<file path="config.mk">
export PLATFORM = sky130hd
export DESIGN_NAME = regfile_dump_reader_flat
export DESIGN_NICKNAME = d
export VERILOG_FILES = /design/src/rtl/regfile_dump_reader_pkg.sv /design/src/rtl/regfile_dump_reader_if.sv /design/src/rtl/regfile_dump_reader_pair_buf.sv /design/src/rtl/regfile_dump_reader.sv /design/src/flat_wrapper.sv
export SDC_FILE = /design/constraint.sdc
export NUM_CORES = 1
export LEC_CHECK = 0
export CORE_ASPECT_RATIO = 0.6
export CORE_UTILIZATION = 45
export CTS_CLUSTER_DIAMETER = 50
export DETAILED_ROUTE_END_ITERATION = 12
export PLACE_DENSITY = 0.8
export SETUP_SLACK_MARGIN = 0.05
export SYNTH_ARGS = -nofsm -noshare
export SYNTH_HDL_FRONTEND = slang
export SYNTH_SLANG_ARGS = --single-unit
</file>
<file path="constraint.sdc">
create_clock -name i_clk -period 2.4 [get_ports i_clk]
set_input_delay 0.48 -clock i_clk [delete_from_list [all_inputs] [get_ports i_clk]]
set_output_delay 0.48 -clock i_clk [all_outputs]
set_load 0.005 [all_outputs]
</file>
<file path="src/rtl/regfile_dump_reader_pkg.sv">
// Shared constants and dump FSM state encoding for the register-file dump reader.
package regfile_dump_reader_pkg;
    localparam int DATA_W   = 16;
    localparam int ADDR_W   = 3;
    localparam int NUM_REGS = 8;
    localparam int PAIR_W   = ADDR_W - 1;

    typedef enum logic [2:0] {
        ST_IDLE   = 3'd0,
        ST_READ   = 3'd1,
        ST_SEND_A = 3'd2,
        ST_SEND_B = 3'd3,
        ST_DONE   = 3'd4
    } dump_state_e;

    // Even register of a pair when odd=0, odd register when odd=1.
    function automatic logic [ADDR_W-1:0] pair_addr(input logic [PAIR_W-1:0] p, input logic odd);
        return {p, odd};
    endfunction
endpackage

</file>
<file path="src/rtl/regfile_dump_reader_if.sv">
// Register-file read ports plus the (address, value) output stream of the dump reader.
interface regfile_dump_reader_if;
    import regfile_dump_reader_pkg::*;

    logic [ADDR_W-1:0] rs;
    logic [ADDR_W-1:0] rt;
    logic [DATA_W-1:0] read_rs;
    logic [DATA_W-1:0] read_rt;
    logic              out_valid;
    logic              out_ready;
    logic [ADDR_W-1:0] out_addr;
    logic [DATA_W-1:0] out_data;

    modport master (
        output rs, rt, out_valid, out_addr, out_data,
        input  read_rs, read_rt, out_ready
    );

    modport slave (
        input  rs, rt, out_valid, out_addr, out_data,
        output read_rs, read_rt, out_ready
    );
endinterface

</file>
<file path="src/rtl/regfile_dump_reader_pair_buf.sv">
// Two-entry capture buffer: both read ports are latched on the same edge so a pair is an
// atomic snapshot; sel picks which half is presented.
module rf_dump_pair_buf
    import regfile_dump_reader_pkg::*;
#(
    parameter int W = DATA_W
) (
    input  logic         i_clk,
    input  logic         i_rst_n,
    input  logic         i_load,
    input  logic [W-1:0] i_a,
    input  logic [W-1:0] i_b,
    input  logic         i_sel,
    output logic [W-1:0] o_data
);
    logic [W-1:0] r_a;
    logic [W-1:0] r_b;

    always_ff @(posedge i_clk or negedge i_rst_n) begin
        if (!i_rst_n) begin
            r_a <= '0;
            r_b <= '0;
        end else if (i_load) begin
            r_a <= i_a;
            r_b <= i_b;
        end
    end

    assign o_data = i_sel ? r_b : r_a;
endmodule

</file>
<file path="src/rtl/regfile_dump_reader.sv">
// Dump engine: walks the register file two registers per pass through RS/RT and streams
// (address, value) beats on a valid/ready port, with abort and a one-cycle Done pulse.
module regfile_dump_reader
    import regfile_dump_reader_pkg::*;
(
    input  logic                  i_clk,
    input  logic                  i_rst_n,
    input  logic                  i_start,
    input  logic                  i_abort,
    regfile_dump_reader_if.master io_dump,
    output logic                  o_busy,
    output logic                  o_done
);
    dump_state_e       r_state;
    logic [PAIR_W-1:0] r_pair;
    logic [ADDR_W-1:0] r_rs;
    logic [ADDR_W-1:0] r_rt;
    logic              r_valid;
    logic [ADDR_W-1:0] r_addr;
    logic              r_sel;
    logic              r_busy;
    logic              r_done;

    logic              w_accept;
    logic              w_last;
    logic              w_load;
    logic [PAIR_W-1:0] w_pair_nxt;
    logic [DATA_W-1:0] w_buf_data;

    assign w_accept   = r_valid && io_dump.out_ready;
    assign w_last     = (r_pair == PAIR_W'(NUM_REGS/2 - 1));
    assign w_load     = (r_state == ST_READ) && !i_abort;
    assign w_pair_nxt = r_pair + PAIR_W'(1);

    rf_dump_pair_buf #(.W(DATA_W)) u_buf (
        .i_clk   (i_clk),
        .i_rst_n (i_rst_n),
        .i_load  (w_load),
        .i_a     (io_dump.read_rs),
        .i_b     (io_dump.read_rt),
        .i_sel   (r_sel),
        .o_data  (w_buf_data)
    );

    // Abort outranks every transition, including Start and an accept on the same edge.
    always_ff @(posedge i_clk or negedge i_rst_n) begin
        if (!i_rst_n) begin
            r_state <= ST_IDLE;
            r_pair  <= '0;
            r_rs    <= '0;
            r_rt    <= '0;
            r_valid <= 1'b0;
            r_addr  <= '0;
            r_sel   <= 1'b0;
            r_busy  <= 1'b0;
            r_done  <= 1'b0;
        end else if (i_abort) begin
            r_state <= ST_IDLE;
            r_pair  <= '0;
            r_rs    <= '0;
            r_rt    <= '0;
            r_valid <= 1'b0;
            r_addr  <= '0;
            r_sel   <= 1'b0;
            r_busy  <= 1'b0;
            r_done  <= 1'b0;
        end else begin
            case (r_state)
                ST_IDLE: begin
                    if (i_start) begin
                        r_state <= ST_READ;
                        r_pair  <= '0;
                        r_rs    <= pair_addr('0, 1'b0);
                        r_rt    <= pair_addr('0, 1'b1);
                        r_busy  <= 1'b1;
                    end
                end
                ST_READ: begin
                    r_state <= ST_SEND_A;
                    r_valid <= 1'b1;
                    r_addr  <= pair_addr(r_pair, 1'b0);
                    r_sel   <= 1'b0;
                end
                ST_SEND_A: begin
                    if (w_accept) begin
                        r_state <= ST_SEND_B;
                        r_addr  <= pair_addr(r_pair, 1'b1);
                        r_sel   <= 1'b1;
                    end
                end
                ST_SEND_B: begin
                    if (w_accept) begin
                        r_valid <= 1'b0;
                        r_sel   <= 1'b0;
                        if (w_last) begin
                            r_state <= ST_DONE;
                            r_done  <= 1'b1;
                        end else begin
                            r_state <= ST_READ;
                            r_pair  <= w_pair_nxt;
                            r_rs    <= pair_addr(w_pair_nxt, 1'b0);
                            r_rt    <= pair_addr(w_pair_nxt, 1'b1);
                        end
                    end
                end
                ST_DONE: begin
                    r_state <= ST_IDLE;
                    r_pair  <= '0;
                    r_rs    <= '0;
                    r_rt    <= '0;
                    r_busy  <= 1'b0;
                    r_done  <= 1'b0;
                end
                default: begin
                    r_state <= ST_IDLE;
                    r_busy  <= 1'b0;
                    r_done  <= 1'b0;
                    r_valid <= 1'b0;
                end
            endcase
        end
    end

    // Address/data read as zero whenever no beat is being offered.
    assign io_dump.rs        = r_rs;
    assign io_dump.rt        = r_rt;
    assign io_dump.out_valid = r_valid;
    assign io_dump.out_addr  = r_valid ? r_addr : '0;
    assign io_dump.out_data  = r_valid ? w_buf_data : '0;
    assign o_busy            = r_busy;
    assign o_done            = r_done;
endmodule

</file>
<file path="src/flat_wrapper.sv">
// flat-port wrapper written by rule: the top's interface ports become plain ports
module regfile_dump_reader_flat import regfile_dump_reader_pkg::*;
  (i_clk, i_rst_n, i_start, i_abort, o_busy, o_done, io_dump_rs, io_dump_rt, io_dump_out_valid, io_dump_out_addr, io_dump_out_data, io_dump_read_rs, io_dump_read_rt, io_dump_out_ready);
  regfile_dump_reader_if io_dump_i ();
  input  logic i_clk;
  input  logic i_rst_n;
  input  logic i_start;
  input  logic i_abort;
  output logic o_busy;
  output logic o_done;
  output wire logic [$bits(io_dump_i.rs)-1:0] io_dump_rs;
  output wire logic [$bits(io_dump_i.rt)-1:0] io_dump_rt;
  output wire logic [$bits(io_dump_i.out_valid)-1:0] io_dump_out_valid;
  output wire logic [$bits(io_dump_i.out_addr)-1:0] io_dump_out_addr;
  output wire logic [$bits(io_dump_i.out_data)-1:0] io_dump_out_data;
  input wire logic [$bits(io_dump_i.read_rs)-1:0] io_dump_read_rs;
  input wire logic [$bits(io_dump_i.read_rt)-1:0] io_dump_read_rt;
  input wire logic [$bits(io_dump_i.out_ready)-1:0] io_dump_out_ready;
  assign io_dump_rs = io_dump_i.rs;
  assign io_dump_rt = io_dump_i.rt;
  assign io_dump_out_valid = io_dump_i.out_valid;
  assign io_dump_out_addr = io_dump_i.out_addr;
  assign io_dump_out_data = io_dump_i.out_data;
  assign io_dump_i.read_rs = io_dump_read_rs;
  assign io_dump_i.read_rt = io_dump_read_rt;
  assign io_dump_i.out_ready = io_dump_out_ready;
  regfile_dump_reader u_core (.i_clk(i_clk), .i_rst_n(i_rst_n), .i_start(i_start), .i_abort(i_abort), .io_dump(io_dump_i), .o_busy(o_busy), .o_done(o_done));
endmodule
</file>
==> flow_summary.json, run 1 <==
{
  "cts_root_buf": "clkbuf_8",
  "track_usage_pct": 19.3,
  "fin_skew_ps": 8.64,
  "synth_seq_area_share_pct": 47.7,
  "ios": 65,
  "met1_usage_pct": 26.9,
  "grt_antenna_before_repair": 0,
  "syn_to_final_growth_pct": 30.2,
  "synth.largest_area_cell": "dfrtp_1",
  "synthArstFlopShare_pct": 100,
  "place_ws_ps": 300,
  "p_int_uw": 1670,
  "fin_cells": 310,
  "ctsResizeCount": 0,
  "path_class": "reg2out",
  "totalWireLength_um": 4780,
  "post-synth-top-count-cell": "dfrtp_1",
  "grt_pass1_vias": 1590,
  "power.share.clock_pct": 20.6,
  "rows": 20,
  "io_buffers": 63,
  "seqPwrFrac_pct": 48.8,
  "cts_buffers": 5,
  "required_ps": 1920,
  "vias_per_cell": 5.02,
  "die_x_um": 96.5,
  "status": "completed",
  "clk_path_buf_depth": 2,
  "die_area_mm2": 0.00567,
  "holdCritPathClass": "in2async",
  "htree_levels": 2,
  "synth-edff-count": 0,
  "grt_busiest_layer": "met2",
  "met3_usage_pct": 5.81,
  "critical-path-slowest-cell": "clkdlybuf4s50_1",
  "end_kind": "output pin",
  "cap_violations": 0,
  "cts_tree": "done",
  "synth_top_area_share_pct": 47.7,
  "initial_core_util_pct": 47.3,
  "drive_gt1_share_pct": 23.4,
  "post-route-min-period_ps": 2230,
  "fmax_mhz": 449,
  "critical_path.max_fanout": 20,
  "ir_worst_vdd_v": 0.000358,
  "finalCoreUtilization_pct": 61.5,
  "synth_warnings": 0,
  "wl_per_cell_um": 15.4,
  "yosys.cell_types.count": 35,
  "power_density_mw_per_mm2": 729,
  "cp_top_family": "buffers and inverters",
  "path_buf_inv": 2,
  "p_sw_uw": 618,
  "drtAntennaViolNets": 0,
  "drt_iter0_markers": 28,
  "hold_violations": 0,
  "syn_area_mm2": 0.00241,
  "timing.final.crit_share_pct": 92.7,
  "cts.clk_slew.worst_paths_ps": 90,
  "synthTopCellsByArea": "dfrtp_1 48%, mux2_4 19%, mux2i_1 7.5%, nor2b_1 4.1%, buf_12 2.5%",
  "place_inst": 302,
  "avgSynthCellArea_um2": 13.5,
  "layout.nets": 281,
  "ctsHoldBuffers": 0,
  "critPathArrivalTime_ps": 1750,
  "place_congestion": 0.762,
  "start_kind": "register",
  "diodes": 0,
  "ys_seq_elements": 46,
  "p_leak_uw": 0.00130,
  "setup_viol_count_final": 0,
  "vias": 1557,
  "tns_ps": 0,
  "grt_max_degree": 42,
  "grt.overflow.total": 0,
  "worstSkewPairLatency_ps": 300,
  "cts_sinks": 46,
  "hpwlAfterDp_um": 3460,
  "ys.flop_type": "dfrtp_1",
  "die_h_um": 58.7,
  "rsz0062_at_grt": "false",
  "swShare_pct": 27.0,
  "drc": 0,
  "worst_slew_pin_slew_ps": 898,
  "final_critical_path_setup_slack_ps": 174,
  "whs_ps": 305,
  "maxSlewHeadroom_pct": 40.2,
  "core_mm2": 0.00510,
  "drtPass1Iterations": 4,
  "netlist_top_cells_count": "46 x dfrtp_1, 31 x mux2_4, 18 x mux2i_1",
  "netlist_instances": 179,
  "path_cells": "buf_4 > nor2b_1 > clkdlybuf4s50_1",
  "slew_violations": 0,
  "max_stage_delay_ps": 530,
  "p_comb_share_pct": 30.7,
  "cts_setup_buffers": 0,
  "synth_nets": 217,
  "grt_pass1_wl_um": 7820,
  "use_met2_pct": 28.1
}
## power groups by stage
stage	registers (µW)	clock network (µW)	logic (µW)
final	1120	471	702
after global routing	1140	532	763
after CTS	1120	481	711
after detailed placement	1130	0	706
after global placement	1120	0	689
after floorplan	1080	0	498
## cell type report
class,instances,area (µm²)
fillers,412,1960
clock inverters,3,21.3
repair buffers,70,691
multi-input cells,118,1120
clock buffers,5,68.8
flip-flops and latches,46,1150
inverters,2,7.51
well taps,66,82.6
## logic make-up after synthesis
| group | after synthesis | synth area share, % |
|---|---|---|
| multiplexers | 52 | 28.2 |
| AND/OR/NAND/NOR | 48 | 12.3 |
| flip-flops | 46 | 47.7 |
| AO/OA/AOI/OAI | 16 | 5.24 |
| buffers and inverters | 15 | 5.86 |
| adder cells (fa/ha/maj) | 1 | 0.519 |
| other | 1 | 0.155 |
## flip-flops by register name (all words and copies together), names as in the netlist
register,flops
u_core.io_dump.out_valid,1
u_core.io_dump.rs,1
u_core.io_dump.rt,3
u_core.o_busy,1
u_core.o_done,1
u_core.r_addr,3
u_core.r_sel,1
u_core.r_state,3
u_core.u_buf.r_a,16
u_core.u_buf.r_b,16
## per-stage QoR
stage / power, µW / area, µm²
final: 2290 / 3140
after global routing: 2430 / 3140
after CTS: 2310 / 3140
after detailed placement: 1840 / 3050
after global placement: 1810 / 3050
after floorplan: 1580 / 2410
## final timing paths
check                                              endpoint  slack, ps                                  from  cells past startpoint
setup / recovery                        io_dump_out_data[1]        170  u_core.io_dump.out_valid$_DFFE_PN0P_                      3
hold / removal             u_core.u_buf.r_b[14]$_DFFE_PN0P_        310                               i_rst_n                      1
setup reg to reg           u_core.io_dump.rt[0]$_DFFE_PN0P_        590  u_core.io_dump.out_valid$_DFFE_PN0P_                      5
hold reg to reg                   u_core.o_busy$_DFFE_PN0P_        510             u_core.o_busy$_DFFE_PN0P_                      2
max in group asynchronous  u_core.u_buf.r_b[15]$_DFFE_PN0P_       1470                               i_rst_n                      2
min in group i_clk                u_core.o_busy$_DFFE_PN0P_        510             u_core.o_busy$_DFFE_PN0P_                      2
## layout by cell type (no fill, tap or decap), types with 3 or more instances in the layout
cell type        instances
clkdlybuf4s50_1         62
dfrtp_1                 46
mux2_4                  31
mux2i_1                 18
nor2b_1                 16
nor2_1                   9
a21oi_1                  7
buf_4                    6
nand2_1                  5
clkbuf_8                 5
and2_1                   3
mux2_2                   3
nor3_1                   3
## per-layer routing
metal,routed length (µm),part of all wire [%]
met5,0,0
met4,76,1.6
met3,313,6.6
met2,2130,45
met1,2260,47
(Power assumes the default switching activity.)
==> inputs of run 2 (changes only) <==
--- a/config.mk
+++ b/config.mk
@@ -6,6 +6,7 @@
 export NUM_CORES = 1
 export LEC_CHECK = 0
 export CORE_ASPECT_RATIO = 0.6
+export CORE_MARGIN = 3
 export CORE_UTILIZATION = 45
 export CTS_CLUSTER_DIAMETER = 50
 export DETAILED_ROUTE_END_ITERATION = 12
==> constraint.sdc (replaced) <==
create_clock -name i_clk -period 2.9 [get_ports i_clk]
set_input_delay 0.58 -clock i_clk [delete_from_list [all_inputs] [get_ports i_clk]]
set_output_delay 0.58 -clock i_clk [all_outputs]
set_load 0.005 [all_outputs]
==> flow_summary.json, run 2 (synthesis results as in run 1) <==
{
  "status": "completed",
  "multi_input_area_mm2": 0.00112,
  "tns_ps": 0,
  "grt_busiest_layer": "met1",
  "power_density_mw_per_mm2": 620,
  "path_cells": "buf_4 > nor2b_1 > clkdlybuf4s50_1",
  "end_kind": "output pin",
  "layout.nets": 279,
  "p_leak_uw": 0.00131,
  "timing.final.crit_share_pct": 83.4,
  "slew_violations": 0,
  "required_ps": 2320,
  "met1_usage_pct": 24.4,
  "grt_pass1_vias": 1548,
  "critical_path.max_fanout": 16,
  "r2r-start": "u_core.io_dump.out_valid$_DFFE_PN0P_",
  "clk_path_buf_depth": 2,
  "drive_gt1_share_pct": 22.7,
  "power.share.clock_pct": 23.0,
  "fmax_mhz": 413,
  "hpwlAfterDp_um": 3560,
  "core_mm2": 0.00487,
  "fin_cells": 305,
  "finalPower_uw": 1950,
  "cts_setup_buffers": 0,
  "rows": 19,
  "reg.largest.list": "u_core.u_buf.r_a (16), u_core.u_buf.r_b (16)",
  "vias": 1515,
  "diodes": 0,
  "path_class": "reg2out",
  "place_ws_ps": 598,
  "grt_max_degree": 47,
  "htree_levels": 2,
  "drtAntennaViolNets": 0,
  "swShare_pct": 25.4,
  "r2r_setup_slack_ps": 1040,
  "register_area_mm2": 0.00115,
  "cts_root_buf": "clkbuf_8",
  "wl_per_cell_um": 16.1,
  "totalWireLength_um": 4910,
  "cts_tree": "done",
  "hold_violations": 0,
  "fill_cells": 366,
  "cts.clk_slew.worst_paths_ps": 80,
  "syn_to_final_growth_pct": 30.3,
  "cap_violations": 0,
  "grt.overflow.total": 0,
  "place_congestion": 0.800,
  "worst_slew_pin_slew_ps": 996,
  "whs_ps": 442,
  "die_h_um": 62.7,
  "place_inst": 297,
  "worstReg2RegEnd": "u_core.io_dump.rt[0]$_DFFE_PN0P_",
  "cp_top_family": "buffers and inverters",
  "reg2reg_depth": 5,
  "critPathArrivalTime_ps": 1840,
  "ctsHoldBuffers": 0,
  "final_common_cell": "clkdlybuf4s50_1",
  "die_x_um": 101,
  "fin_skew_ps": 4.27,
  "initial_core_util_pct": 49.5,
  "grt_pass1_wl_um": 8030,
  "grt_antenna_before_repair": 0,
  "max_stage_delay_ps": 540,
  "cts_sinks": 46,
  "ir_worst_vdd_v": 0.000317,
  "die_area_mm2": 0.00630,
  "worstSkewPairLatency_ps": 300,
  "track_usage_pct": 16.7,
  "seqPwrFrac_pct": 47.6,
  "post-route-min-period_ps": 2420,
  "drc": 0,
  "start_kind": "register",
  "drtPass1Iterations": 4,
  "p_int_uw": 1450,
  "met3_usage_pct": 6.91,
  "p_comb_share_pct": 29.4,
  "critical-path-slowest-cell": "dfrtp_1",
  "drt_iter0_markers": 57,
  "final_critical_path_setup_slack_ps": 481,
  "final_cell_mix": "62 x clkdlybuf4s50_1, 46 x dfrtp_1, 31 x mux2_4",
  "io_buffers": 63,
  "maxSlewHeadroom_pct": 33.6,
  "setup_viol_count_final": 0,
  "vias_per_cell": 4.97,
  "ctsResizeCount": 0,
  "use_met2_pct": 22.9,
  "p_sw_uw": 495,
  "rsz0062_at_grt": "false",
  "path_buf_inv": 2,
  "holdCritPathClass": "in2async",
  "ios": 65,
  "cts_buffers": 5
}
[run 2: worst reg2reg max path, cell delays in order (launching register included)]
cell and delay, ps:
dfrtp_1 510, buf_4 250, and4b_4 210, a221oi_4 330, a21o_4 150, mux2_4 290
[run 2: worst max-delay path by stage]
stage | startpoint | to | cells past startpoint
after floorplan | i_abort | u_core.u_buf.r_a[0]$_DFFE_PN0P_ | 6
after global placement | i_abort | u_core.u_buf.r_b[13]$_DFFE_PN0P_ | 5
after detailed placement | i_abort | u_core.u_buf.r_b[14]$_DFFE_PN0P_ | 5
after CTS | u_core.io_dump.out_valid$_DFFE_PN0P_ | io_dump_out_data[14] | 3
after global routing | u_core.io_dump.out_valid$_DFFE_PN0P_ | io_dump_out_data[14] | 3
final | u_core.io_dump.out_valid$_DFFE_PN0P_ | io_dump_out_data[2] | 3
[run 2: final cells by class]
type	count	area share [%]
tap	63	2.51
multi-input combinational	118	35.6
sequential	46	36.6
inverter	2	0.239
clock buffer	8	3.50
timing repair buffer	68	21.5
[run 2: stage by stage]
stage	utilization, %	cell area (µm²)
6_report	64.5	3140
5_1_grt	64.5	3140
4_1_cts	64.5	3140
3_5_place_dp	62.2	3030
3_3_place_gp	62.2	3030
2_1_floorplan	-	2410
[run 2: routing by layer]
layer | vias up | routed length [µm]
met4 | 0 | 43
met5 | - | 0
li1 | 736 | -
met1 | 722 | 2480
met3 | 6 | 343
met2 | 51 | 2040
[run 2: power groups by stage]
| stage | Combinational (µW) | Clock, µW | Sequential, µW |
|---|---|---|---|
| floorplan | 412 | 0 | 895 |
| global placement | 565 | 0 | 928 |
| detailed placement | 577 | 0 | 936 |
| CTS | 579 | 464 | 926 |
| global route | 622 | 489 | 953 |
| finish | 574 | 448 | 927 |
==> inputs of run 3 (changes only) <==
==> constraint.sdc (replaced) <==
create_clock -name i_clk -period 2.25 [get_ports i_clk]
set_input_delay 0.45 -clock i_clk [delete_from_list [all_inputs] [get_ports i_clk]]
set_output_delay 0.45 -clock i_clk [all_outputs]
set_load 0.005 [all_outputs]
==> flow_summary.json, run 3 (synthesis results as in run 1) <==
{
  "hold_violations": 0,
  "reg2reg_depth": 4,
  "required_ps": 1800,
  "fmax_mhz": 473,
  "start_kind": "register",
  "cts_sinks": 46,
  "grt.overflow.total": 0,
  "max_stage_delay_ps": 520,
  "path_class": "reg2out",
  "clk_path_buf_depth": 2,
  "vias": 1600,
  "final_critical_path_setup_slack_ps": 134,
  "slew_violations": 0,
  "vias_per_cell": 5.11,
  "io_buffers": 63,
  "grt_pass1_vias": 1652,
  "cap_violations": 0,
  "holdCritPathClass": "in2async",
  "totalWireLength_um": 5180,
  "rsz0062_at_grt": "true",
  "grt_pass1_wl_um": 8400,
  "die_area_mm2": 0.00630,
  "status": "completed",
  "path_cells": "buf_6 > mux2i_1 > nor2b_1 > clkdlybuf4s50_1",
  "layout.nets": 287,
  "fill_cells": 365,
  "critical_path.max_fanout": 13,
  "critical-path-slowest-cell": "clkdlybuf4s50_1",
  "wl_per_cell_um": 16.5,
  "cts.clk_slew.worst_paths_ps": 90,
  "initial_core_util_pct": 49.5,
  "drt_iter0_markers": 48,
  "hpwlAfterDp_um": 3850,
  "grt_antenna_before_repair": 0,
  "drtAntennaViolNets": 0,
  "cts_tree": "done",
  "r2r_setup_slack_ps": 530,
  "track_usage_pct": 17.1,
  "ir_worst_vdd_v": 0.000373,
  "grt_max_degree": 23,
  "syn_to_final_growth_pct": 33.7,
  "cts_buffers": 5,
  "tns_ps": 0,
  "end_kind": "output pin",
  "core_mm2": 0.00487,
  "final_common_cell": "clkdlybuf4s50_1",
  "place_congestion": 0.796,
  "setup_viol_count_final": 0,
  "p_leak_uw": 0.00142,
  "post-route-min-period_ps": 2120,
  "timing.final.crit_share_pct": 94.1,
  "htree_levels": 2,
  "drc": 0,
  "cts_root_buf": "clkbuf_8",
  "power_density_mw_per_mm2": 768,
  "place_ws_ps": 156,
  "reg.largest.list": "u_core.u_buf.r_a (16), u_core.u_buf.r_b (16)",
  "drive_gt1_share_pct": 25.6,
  "fin_skew_ps": 5.32,
  "critPathArrivalTime_ps": 1670,
  "die_h_um": 62.7,
  "final_cell_mix": "57 x clkdlybuf4s50_1, 45 x dfrtp_1, 31 x mux2_4",
  "rows": 19,
  "diodes": 0,
  "ctsHoldBuffers": 0,
  "ios": 65,
  "worstSkewPairLatency_ps": 300,
  "die_x_um": 101,
  "drtPass1Iterations": 4
}
-- run 3: cell count changes in the layout (fill, tap and decap cells not counted), moves of 2 or more --
cell / change
buf_4: +5
buf_12: +2
dlymetal6s2s_1: +5
clkdlybuf4s50_1: -5
clkbuf_8: -3
-- run 3: power breakdown --
part           total, µW  switching (µW)  leakage [µW]  internal, µW
combinational        775             238      0.000814           537
clock                503             284     0.0000441           218
sequential          1200             150      0.000565          1050
-- run 3: worst max-delay path, delay by kind of cell, from the launching register on --
kind | cells | cell delay [ps]
and+or+nand+nor | 1 | 130
DFF | 1 | 400
muxes | 1 | 140
buffers and inverters | 2 | 690
-- run 3: area by class of cell --
class                      instances  area, µm²  area share, %
clock buffer                       5       68.8           2.13
inverter                           2       7.51          0.233
sequential                        46       1150           35.7
tap                               63       78.8           2.44
timing repair buffer              76        777           24.1
multi-input combinational        118       1120           34.7
clock inverter                     3       21.3          0.659
-- run 3: path summary, 6_finish.rpt --
check	start	end
min reg2reg	u_core.o_busy$_DFFE_PN0P_	u_core.o_busy$_DFFE_PN0P_
min	i_rst_n	u_core.io_dump.rt[2]$_DFFE_PN0P_
max	u_core.r_sel$_DFFE_PN0P_	io_dump_out_data[4]
min in group i_clk	u_core.o_busy$_DFFE_PN0P_	u_core.o_busy$_DFFE_PN0P_
max in group asynchronous	i_rst_n	u_core.u_buf.r_a[5]$_DFFE_PN0P_
max reg2reg	u_core.r_state[2]$_DFFE_PN0P_	u_core.u_buf.r_a[3]$_DFFE_PN0P_
-- run 3: per-layer routing --
layer,global-route usage [%],part of all wire [%]
met1,24.7,48
met2,24.9,44
met3,5.02,6.7
met4,5.04,0.85
met5,0,0
-- run 3: timing repair --
| action | in CTS | in global routing |
|---|---|---|
| endpoints found under the setup margin | 14 | 15 |
| gates resized for setup | 2 | 5 |
| buffers inserted | 0 | 3 |
-- run 3: through the flow --
step                util (%)  instances  total power (µW)  area, µm²  hold slack (ps)
floorplan                  -        179              1680       2410              154
global placement        63.3        302              1940       3080              449
detailed placement      63.3        302              1970       3080              446
CTS                     65.2        310              2490       3180              115
global route            66.2        313              2620       3230              123
finish                  66.2        313              2480       3230              101
